$ cat config.mk
export PLATFORM = sky130hd
export DESIGN_NAME = count_event_monitor
export DESIGN_NICKNAME = d
export VERILOG_FILES = /design/src/rtl/count_mon_pkg.sv /design/src/rtl/count_evt_fifo.sv /design/src/rtl/count_event_monitor.sv
export SDC_FILE = /design/constraint.sdc
export NUM_CORES = 1
export LEC_CHECK = 0
export CAP_MARGIN = 20
export CELL_PAD_IN_SITES_DETAIL_PLACEMENT = 1
export CELL_PAD_IN_SITES_GLOBAL_PLACEMENT = 2
export CORE_MARGIN = 3
export CORE_UTILIZATION = 25
export CTS_CLUSTER_DIAMETER = 60
export DETAILED_ROUTE_END_ITERATION = 6
export PLACE_DENSITY_LB_ADDON = 0.08
export SLEW_MARGIN = 40
export SYNTH_ARGS = -nofsm -noshare
export SYNTH_HDL_FRONTEND = slang
export SYNTH_SLANG_ARGS = --single-unit
$ cat constraint.sdc
create_clock -name clk -period 2.65 [get_ports clk]
set_input_delay 0.795 -clock clk [delete_from_list [all_inputs] [get_ports clk]]
set_output_delay 0.795 -clock clk [all_outputs]
set_load 0.005 [all_outputs]
$ cat src/rtl/count_mon_pkg.sv
// rtl/count_mon_pkg.sv - shared event types and record layout for the count event monitor
package count_mon_pkg;

  localparam logic [3:0] CNT_MAX    = 4'hF;
  localparam int         WRAP_W_DEF = 8;

  typedef enum logic [1:0] {
    EVT_NONE    = 2'd0,
    EVT_WRAP    = 2'd1,
    EVT_MATCH   = 2'd2,
    EVT_RESTART = 2'd3
  } evt_type_e;

  typedef struct packed {
    evt_type_e             typ;
    logic [3:0]            q;
    logic [WRAP_W_DEF-1:0] wrap_cnt;
  } evt_rec_t;

endpackage

$ cat src/rtl/count_evt_fifo.sv
// rtl/count_evt_fifo.sv - show-ahead event record FIFO with synchronous flush
module count_evt_fifo #(
  parameter int DEPTH = 4,
  parameter int W     = 14
) (
  input  logic         clk,
  input  logic         reset,
  input  logic         flush_i,
  input  logic         push_i,
  input  logic [W-1:0] wdata_i,
  input  logic         pop_i,
  output logic [W-1:0] rdata_o,
  output logic         full_o,
  output logic         empty_o
);

  localparam int AW = $clog2(DEPTH);
  localparam int CW = AW + 1;
  localparam logic [CW-1:0] FULL_CNT = CW'(DEPTH);

  logic [W-1:0]  mem_q [DEPTH];
  logic [AW-1:0] wr_ptr_q, wr_ptr_d;
  logic [AW-1:0] rd_ptr_q, rd_ptr_d;
  logic [CW-1:0] count_q, count_d;

  assign full_o  = (count_q == FULL_CNT);
  assign empty_o = (count_q == '0);
  // Head is masked while empty so the output reads zero out of reset and after flush.
  assign rdata_o = empty_o ? '0 : mem_q[rd_ptr_q];

  always_comb begin
    wr_ptr_d = wr_ptr_q;
    rd_ptr_d = rd_ptr_q;
    count_d  = count_q;
    if (flush_i) begin
      wr_ptr_d = '0;
      rd_ptr_d = '0;
      count_d  = '0;
    end else begin
      if (push_i) wr_ptr_d = wr_ptr_q + AW'(1);
      if (pop_i)  rd_ptr_d = rd_ptr_q + AW'(1);
      case ({push_i, pop_i})
        2'b10:   count_d = count_q + CW'(1);
        2'b01:   count_d = count_q - CW'(1);
        default: count_d = count_q;
      endcase
    end
  end

  always_ff @(posedge clk or posedge reset) begin
    if (reset) begin
      wr_ptr_q <= '0;
      rd_ptr_q <= '0;
      count_q  <= '0;
    end else begin
      wr_ptr_q <= wr_ptr_d;
      rd_ptr_q <= rd_ptr_d;
      count_q  <= count_d;
    end
  end

  always_ff @(posedge clk) begin
    if (push_i && !flush_i) mem_q[wr_ptr_q] <= wdata_i;
  end

endmodule

$ cat src/rtl/count_event_monitor.sv
// rtl/count_event_monitor.sv - classifies counter transitions and queues event records
module count_event_monitor
  import count_mon_pkg::*;
#(
  parameter  int WRAP_W = 8,
  parameter  int DEPTH  = 4,
  localparam int EVT_W  = 2 + 4 + WRAP_W
) (
  input  logic              clk,
  input  logic              reset,
  input  logic [3:0]        q_in,
  input  logic [3:0]        threshold,
  input  logic              clear,
  input  logic              evt_ready,
  output logic              evt_valid,
  output logic [EVT_W-1:0]  evt_data,
  output logic [WRAP_W-1:0] wrap_cnt,
  output logic              evt_drop
);

  logic [3:0]        q_prev_q;
  logic [WRAP_W-1:0] wrap_cnt_q, wrap_cnt_d;
  logic              drop_q, drop_d;
  evt_type_e         evt_type;
  logic              evt_hit, push, pop, fifo_full, fifo_empty;
  logic [EVT_W-1:0]  rec;

  always_comb begin
    evt_type = EVT_NONE;
    if (q_prev_q == CNT_MAX && q_in == 4'h0)
      evt_type = EVT_WRAP;
    else if (q_in == 4'h0 && q_prev_q != 4'h0)
      evt_type = EVT_RESTART;
    else if (q_in != q_prev_q && q_in == threshold)
      evt_type = EVT_MATCH;
  end

  assign evt_hit   = (evt_type != EVT_NONE);
  assign evt_valid = !fifo_empty;
  assign pop       = evt_valid && evt_ready && !clear;
  // A full FIFO still takes the new record when the head leaves in the same cycle.
  assign push      = evt_hit && (!fifo_full || pop) && !clear;

  always_comb begin
    wrap_cnt_d = wrap_cnt_q;
    drop_d     = drop_q;
    if (clear) begin
      wrap_cnt_d = '0;
      drop_d     = 1'b0;
    end else begin
      if (evt_type == EVT_WRAP)
        wrap_cnt_d = wrap_cnt_q + {{(WRAP_W-1){1'b0}}, 1'b1};
      if (evt_hit && fifo_full && !pop)
        drop_d = 1'b1;
    end
  end

  assign rec = {evt_type, q_in, wrap_cnt_d};

  always_ff @(posedge clk or posedge reset) begin
    if (reset) begin
      q_prev_q   <= 4'h0;
      wrap_cnt_q <= '0;
      drop_q     <= 1'b0;
    end else begin
      q_prev_q   <= q_in;
      wrap_cnt_q <= wrap_cnt_d;
      drop_q     <= drop_d;
    end
  end

  assign wrap_cnt = wrap_cnt_q;
  assign evt_drop = drop_q;

  count_evt_fifo #(
    .DEPTH(DEPTH),
    .W    (EVT_W)
  ) u_fifo (
    .clk    (clk),
    .reset  (reset),
    .flush_i(clear),
    .push_i (push),
    .wdata_i(rec),
    .pop_i  (pop),
    .rdata_o(evt_data),
    .full_o (fifo_full),
    .empty_o(fifo_empty)
  );

endmodule

== Yosys cells after proc, flatten, opt, wreduce, memory -nomap -nowiden ==
Memory sizes are Yosys's and may differ from the RTL's.
Index checks and enable logic that the tools add are counted.

* Memories: 1
* Bits in writable memories: 56
* Flip-flop bits (word level): 20
* Output and inout port bits: 24
* Logic and storage cells: 58
* Input port bits: 12

* Reduce and logical (&&, ||, !) cells: 23
* Muxes and demuxes: 16
* Equality and inequality tests: 7
* Add/sub/neg operators: 5

{| class="wikitable"
|+ Memories
! name !! depth !! width !! rd ports !! clocked after memory_dff !! wr ports !! RTL line !! text
|-
| u_fifo.mem_q || 4 || 14 || 1 || 0 || 1 || count_evt_fifo.sv:21 || <nowiki>logic [W-1:0] mem_q [DEPTH];</nowiki>
|}

{| class="wikitable"
|+ Operators by type and width
! operator !! count
|-
| two-way mux 8 bit || 2
|-
| two-way mux 14 bit || 1
|-
| two-way mux 2 bit || 7
|-
| logical AND 1 bit || 10
|-
| adder 8 x 1 -> 8 bit (second input constant) || 1
|-
| nonzero test 2 bit || 4
|-
| case mux 3 bit (2 select lines) || 1
|-
| adder 2 x 1 -> 2 bit (second input constant) || 2
|-
| == test 2 x 1 -> 1 bit (second input constant) || 2
|-
| == test 4 bit || 1
|-
| == test 4 bit (second input constant) || 1
|-
| logical NOT 1 bit || 4
|-
| logical NOT 4 bit || 1
|-
| two-way mux 1 bit || 4
|-
| != test 4 bit || 1
|-
| nonzero test 4 bit || 1
|-
| adder 3 x 1 -> 3 bit (second input constant) || 1
|-
| == test 3 bit (second input constant) || 1
|-
| logical NOT 3 bit || 1
|-
| two-way mux 3 bit || 1
|-
| nonzero test 3 bit || 1
|-
| subtractor 3 x 1 -> 3 bit (second input constant) || 1
|-
| == test 2 bit (second input constant) || 1
|-
| logical OR 1 bit || 1
|}

== Longest topological paths before layout ==
* Word-level depth: 11
* Depth in mapped cells: 9
* Mapped depth without buffers: 9

== Modules after synthesis ==
From an unflattened synthesis, not the netlist that was laid out.

* Cells, all modules: 206
* Area total of the unflattened synthesis: 3392.0 µm²

{| class="wikitable"
|+ Modules (own cells, without submodules)
! module !! times used !! seq. area each (µm²) !! area an instance (µm²) !! cells each
|-
| count_evt_fifo || 1 || 1856.8 || 2652.5 || 132
|-
| count_event_monitor || 1 || 325.3 || 739.5 || 74
|}

== Least setup slack after synthesis ==
OpenSTA, ideal clock, no wires.

* Path kind: input -> register
* Start point: input q_in[0]
* End point: register u_fifo.count_q[2]
* Data arrival time: 2.727 ns
* Data required time: 2.573 ns
* Buffers on the path: 0
* Library setup time: 0.077 ns
* Stages on the path: 9
* Setup slack: -0.154 ns
* Path through: or4_4 nor2_4 a41o_4 nor3_1 fa_1 xnor2_1 nor2_1 a211o_1 a21oi_1

* Elaborated cells between the ends (all ways): 17
* Classes of those cells: eq/ne (4); mux (5); reduce/logical (8)

{| class="wikitable"
|+ RTL lines
! what !! RTL line !! text
|-
| start: declaration || count_event_monitor.sv:11 || <nowiki>input logic [3:0] q_in,</nowiki>
|-
| logical NOT 4 bit (*) || count_event_monitor.sv:30, count_event_monitor.sv:32 ||
|-
| logical AND 1 bit || count_event_monitor.sv:32 || <nowiki>else if (q_in == 4'h0 && q_prev_q != 4'h0)</nowiki>
|-
| two-way mux 2 bit || count_event_monitor.sv:32 ||
|-
| two-way mux 2 bit (*) || count_event_monitor.sv:30 || <nowiki>if (q_prev_q == CNT_MAX && q_in == 4'h0)</nowiki>
|-
| net evt_type[0] || count_event_monitor.sv:24 || <nowiki>evt_type_e evt_type;</nowiki>
|-
| nonzero test 2 bit (*) || count_event_monitor.sv:38 || <nowiki>assign evt_hit = (evt_type != EVT_NONE);</nowiki>
|-
| logical AND 1 bit (*) (2 in a row) || count_event_monitor.sv:42 || <nowiki>assign push = evt_hit && (!fifo_full || pop) && !clear;</nowiki>
|-
| == test 2 x 1 -> 1 bit / == test 2 bit (equally long branches) || count_evt_fifo.sv:42 || <nowiki>case ({push_i, pop_i})</nowiki>
|-
| case mux 3 bit (2 select lines) || count_evt_fifo.sv:42 ||
|-
| two-way mux 3 bit || count_evt_fifo.sv:35 || <nowiki>if (flush_i) begin</nowiki>
|-
| end signal: assignment || count_evt_fifo.sv:58 || <nowiki>count_q <= count_d;</nowiki>
|-
| end: declaration || count_evt_fifo.sv:24 || <nowiki>logic [CW-1:0] count_q, count_d;</nowiki>
|}

Mark *: on every way through the listed nets, which the timed path passes. The rest lies on a longest branch.
A chain may end at the register's enable or synchronous reset.

== Final worst setup path ==
* Start point: input q_in[3]
* End point: memory u_fifo.mem_q[0][12] (enable)

* Elaborated cells between the ends (all ways): 15
* Classes of those cells: eq/ne (2); mux (5); reduce/logical (8)

{| class="wikitable"
|+ RTL lines
! what !! RTL line !! text
|-
| logical NOT 4 bit (*) || count_event_monitor.sv:30, count_event_monitor.sv:32 ||
|-
| logical AND 1 bit || count_event_monitor.sv:32 ||
|-
| two-way mux 2 bit || count_event_monitor.sv:32 ||
|-
| two-way mux 2 bit (*) || count_event_monitor.sv:30 ||
|-
| net evt_type[0] || count_event_monitor.sv:24 ||
|-
| nonzero test 2 bit (*) || count_event_monitor.sv:38 ||
|-
| logical AND 1 bit (*) (2 in a row) || count_event_monitor.sv:42 ||
|-
| logical AND 1 bit (*) || count_evt_fifo.sv:63 || <nowiki>if (push_i && !flush_i) mem_q[wr_ptr_q] <= wdata_i;</nowiki>
|-
| two-way mux 1 bit (*) || count_evt_fifo.sv:63 ||
|-
| two-way mux 1 bit (implied by the code) (*) || count_evt_fifo.sv:63 ||
|-
| end: declaration || count_evt_fifo.sv:21 ||
|}

Marks and branches as above.

==> flow_summary_export.csv <==
group,metric,value,unit
worst_setup_path,worstPathArrival,2.63,ns
timing,fmax,387,MHz
timing,drv_slew,0,
worst_setup_path,cpPeakStageDelay,0.56,ns
worst_setup_path,end_kind,"register",
die,coreArea,12800,µm²
power,p_switching,0.000959,W
timing,rsz0062_at_grt,"true",
timing,setup_viol,0,
worst_setup_path,startpoint_type,"input pin",
clock_tree,cts_tree,"built",
route,final_antenna_net_count,0,
layout,multi_input_area,1140,µm²
timing,fin_worst_skew,0.00847,ns
global_routing,use_met3,1.68,%
synth,synth_xor_area_share,4.79,%
global_routing,top_usage_layer,"met2",
power,ir_drop,0.395,mV
worst_setup_path,critPathRequiredTime,2.69,ns
worst_setup_path,worstSetupPathType,"in -> reg",
global_routing,grt_use_total,11.8,%
timing,fin_tns_setup,0,ns
clock_tree,clkTransAtPathRegs,0.06,ns
flow_run,drv_cap,0,
layout,diodes,0,
layout,area_growth,41.9,%
worst_setup_path,worstSetupPathDepth,8,
timing,tightest_slew,0.332,ns
die,num_rows,41,
layout,utilization,36.6,%
synth,yosysUniqueCellTypes,37,
clock_tree,clockBufferDepth,2,
global_routing,grt_pass1_wl,12700,µm
synth,synth-seq-cells,76,
power,seq_power_share,35.6,%
layout,nNetsFinal,313,
global_routing,met1_usage,15.6,%
global_routing,overflow,0,
layout,seqCellArea,2180,µm²
synth,synth_top_family_by_area,"simple AND/OR/NAND/NOR gates",
synth,synth_warnings,0,
synth,synthesis.area,3290,µm²
clock_tree,htreeDepth,3,
die,die_y,121,µm
power,internal-power,0.00285,W
timing,period_share,97.6,%
worst_setup_path,crit_path_top_delay_cell,"or4_4",
die,die-area,14600,µm²
layout,finalInstanceArea,4670,µm²
die,die_w,121,µm
route,vias_per_cell,4.21,
placed_design,hpwlAfterDp,5270,µm
synth,synth-simple-area-share,11.4,%
timing,maxSlewHeadroom,77.6,%
power,power,0.00381,W
global_routing,antenna_found_initial,0,
placed_design,placed_area,4190,µm²
route,post_drt_wl_per_cell,16.8,µm
synth,synth_compound_area_share,2.74,%
timing,timing.final.crit_period,2.59,ns
worst_setup_path,cp_num_buf_inv,3,
global_routing,grt_start_max_net_pins,21,
power,power_frac_clock,33.3,%
die,start_util,25.8,%
power,sw_frac_of_total,25.2,%
route,routed_wl,7920,µm
synth,synthMuxAreaShare,11.0,%
worst_setup_path,path_delay_family,"simple AND/OR/NAND/NOR gates",
global_routing,met2_usage,19.4,%
power,power_leakage,1.80,nW
layout,drive_gt1_share,38.3,%
worst_hold_path,min_delay_path_depth,2,
clock_tree,tritoncts.num_buffers,9,
synth,ys_seq_area_share,66.3,%
route,drt-initial-drc-count,112,
synth,syn_nets,226,
route,vias,1986,
timing,hold_viol,0,
clock_tree,insertion_delay,0.32,ns
clock_tree,ctsHoldBuffers,0,
die,io_pins,36,
route,first_pass_iters,4,
synth,netlist_instances,208,
status,outcome,"finished, final reports clean",
synth,syn_area_per_cell,15.8,µm²
worst_setup_path,path_cells,"dlygate4sd2_1 > or4_4 > nor2_4 > buf_4 > a41oi_1 > nor3_2 > and2_4 > clkbuf_16",
clock_tree,root_buffer,"clkbuf_16",
synth,synthAdderAreaFrac,2.51,%
placed_design,port_buffers,35,
route,drc_errors,0,
worst_setup_path,worstRegToRegCells,9,
power,comb_power_share,31.1,%
worst_setup_path,crit_fanout,7,
layout,fillers,1316,
power,power_density,815,nW/µm²
global_routing,grt_pass1_vias,2190,
clock_tree,clock_sinks,76,
worst_hold_path,hp-class,"reg -> reg",
placed_design,routabilityCongestion,0.702,
## cells by family after synthesis
| family | after synthesis |
|---|---|
| muxes | 18 |
| adders and majority gates | 6 |
| DFF | 76 |
| and+or+nand+nor | 66 |
| buffers and inverters | 11 |
| xor gates and xnor gates | 18 |
| AOI/OAI and AO/OA | 13 |
## metal layers
metal,vias up,part of all wire (%)
met4,0,1.3
met1,1015,47
met3,6,1.9
met2,21,50
met5,-,0
li1,944,-
## power by group through the flow
stage          combinational [W]  sequential [W]  clock, W
2_1_floorplan           0.000499         0.00137         0
3_3_place_gp             0.00102         0.00137         0
3_5_place_dp             0.00103         0.00137         0
4_1_cts                  0.00119         0.00136   0.00132
5_1_grt                  0.00131         0.00136   0.00137
6_report                 0.00118         0.00135   0.00127
## cell usage after synthesis
cell type | n | area share [%]
xnor2_1 | 9 | 2.4
or3_1 | 1 | 0.19
dfrtp_1 | 20 | 15
o21ai_1 | 3 | 0.46
clkbuf_1 | 5 | 0.57
a41oi_1 | 1 | 0.27
nand2b_1 | 2 | 0.38
nor2_4 | 1 | 0.34
ha_1 | 5 | 1.9
nor4_2 | 1 | 0.38
o21ai_0 | 1 | 0.15
and2_1 | 19 | 3.6
or4_4 | 1 | 0.34
nor2_1 | 15 | 1.7
nand2_1 | 11 | 1.3
a41o_4 | 1 | 0.65
buf_2 | 1 | 0.15
buf_1 | 1 | 0.11
edfxtp_1 | 56 | 51
nand3_1 | 4 | 0.61
nor2b_1 | 2 | 0.38
nor4_4 | 1 | 0.65
nor3_2 | 1 | 0.30
a211o_1 | 1 | 0.27
mux2_4 | 1 | 0.46
nor2_2 | 1 | 0.19
nor3_1 | 1 | 0.15
mux2i_1 | 2 | 0.61
mux2_1 | 1 | 0.34
mux4_2 | 14 | 9.6
xor2_1 | 9 | 2.4
a21oi_1 | 5 | 0.76
and3_1 | 2 | 0.38
nand4_1 | 3 | 0.57
inv_1 | 4 | 0.46
o22ai_1 | 1 | 0.19
fa_1 | 1 | 0.61
## state kept, by name, summed over array words and instances (netlist names)
| signal | cells |
|---|---|
| evt_drop | 1 |
| q_prev_q | 4 |
| u_fifo.count_q | 3 |
| u_fifo.mem_q | 56 |
| u_fifo.rd_ptr_q | 2 |
| u_fifo.wr_ptr_q | 2 |
| wrap_cnt | 8 |
## timing repair
action / in CTS / in global routing
pin swaps: 15 / 6
buffers inserted: 12 / 0
cloned: 1 / 1
resized for setup: 68 / 20
setup endpoints to repair: 61 / 43
## through the flow
step	hold slack, ns	std cells	setup slack [ns]
floorplan	0.486	208	-0.0381
global placement	0.494	444	-0.452
detailed placement	0.509	444	-0.487
CTS	0.528	473	-0.0748
global route	0.572	472	-0.0476
finish	0.521	472	0.0633
## layout make-up
type	instances	area share, %
Multi-Input combinational cell	121	24.3
Sequential cell	76	46.7
Timing Repair Buffer	83	17.3
Inverter	4	0.321
Clock buffer	11	4.98
Tap cell	172	4.61
Clock inverter	5	1.66
## worst min-delay path, stage by stage (launching register included)
cell and delay, ns:
dfrtp_1 0.36, a21oi_1 0.05, nor2_1 0.07
## worst paths after layout
check                                         startpoint  slack (ns)                              to
setup / recovery                                 q_in[3]        0.06   u_fifo.mem_q[0][12]$_DFFE_PP_
hold / removal                      evt_drop$_DFFE_PP0P_        0.52            evt_drop$_DFFE_PP0P_
setup reg to reg           u_fifo.count_q[1]$_DFFE_PP0P_        0.42   u_fifo.count_q[2]$_DFFE_PP0P_
hold reg to reg                     evt_drop$_DFFE_PP0P_        0.52            evt_drop$_DFFE_PP0P_
max in group asynchronous                          reset        1.59  u_fifo.rd_ptr_q[0]$_DFFE_PP0P_
min in group asynchronous                          reset        0.81           wrap_cnt[2]$_DFF_PP0_
## placed cells by master (no fill, tap or decap), drive strengths merged
cell	instances
buf	57
inv	4
mux2i	2
a211o	1
mux4	14
edfxtp	56
nand4	3
and2	19
nand2	11
mux2	2
a41o	1
clkinv	3
ha	5
and3	2
a21oi	5
xnor2	9
nand3	4
or4	1
a41oi	1
nor3	2
nor2b	2
dlygate4sd2	4
clkbuf	14
dfrtp	20
fa	1
nor2	17
xor2	9
bufinv	2
o22ai	1
nor4	2
nand2b	2
o21ai	4
clkdlybuf4s50	17
or3	1
clkdlybuf4s15	2
Note: power is estimated with default switching activity, not from simulation.
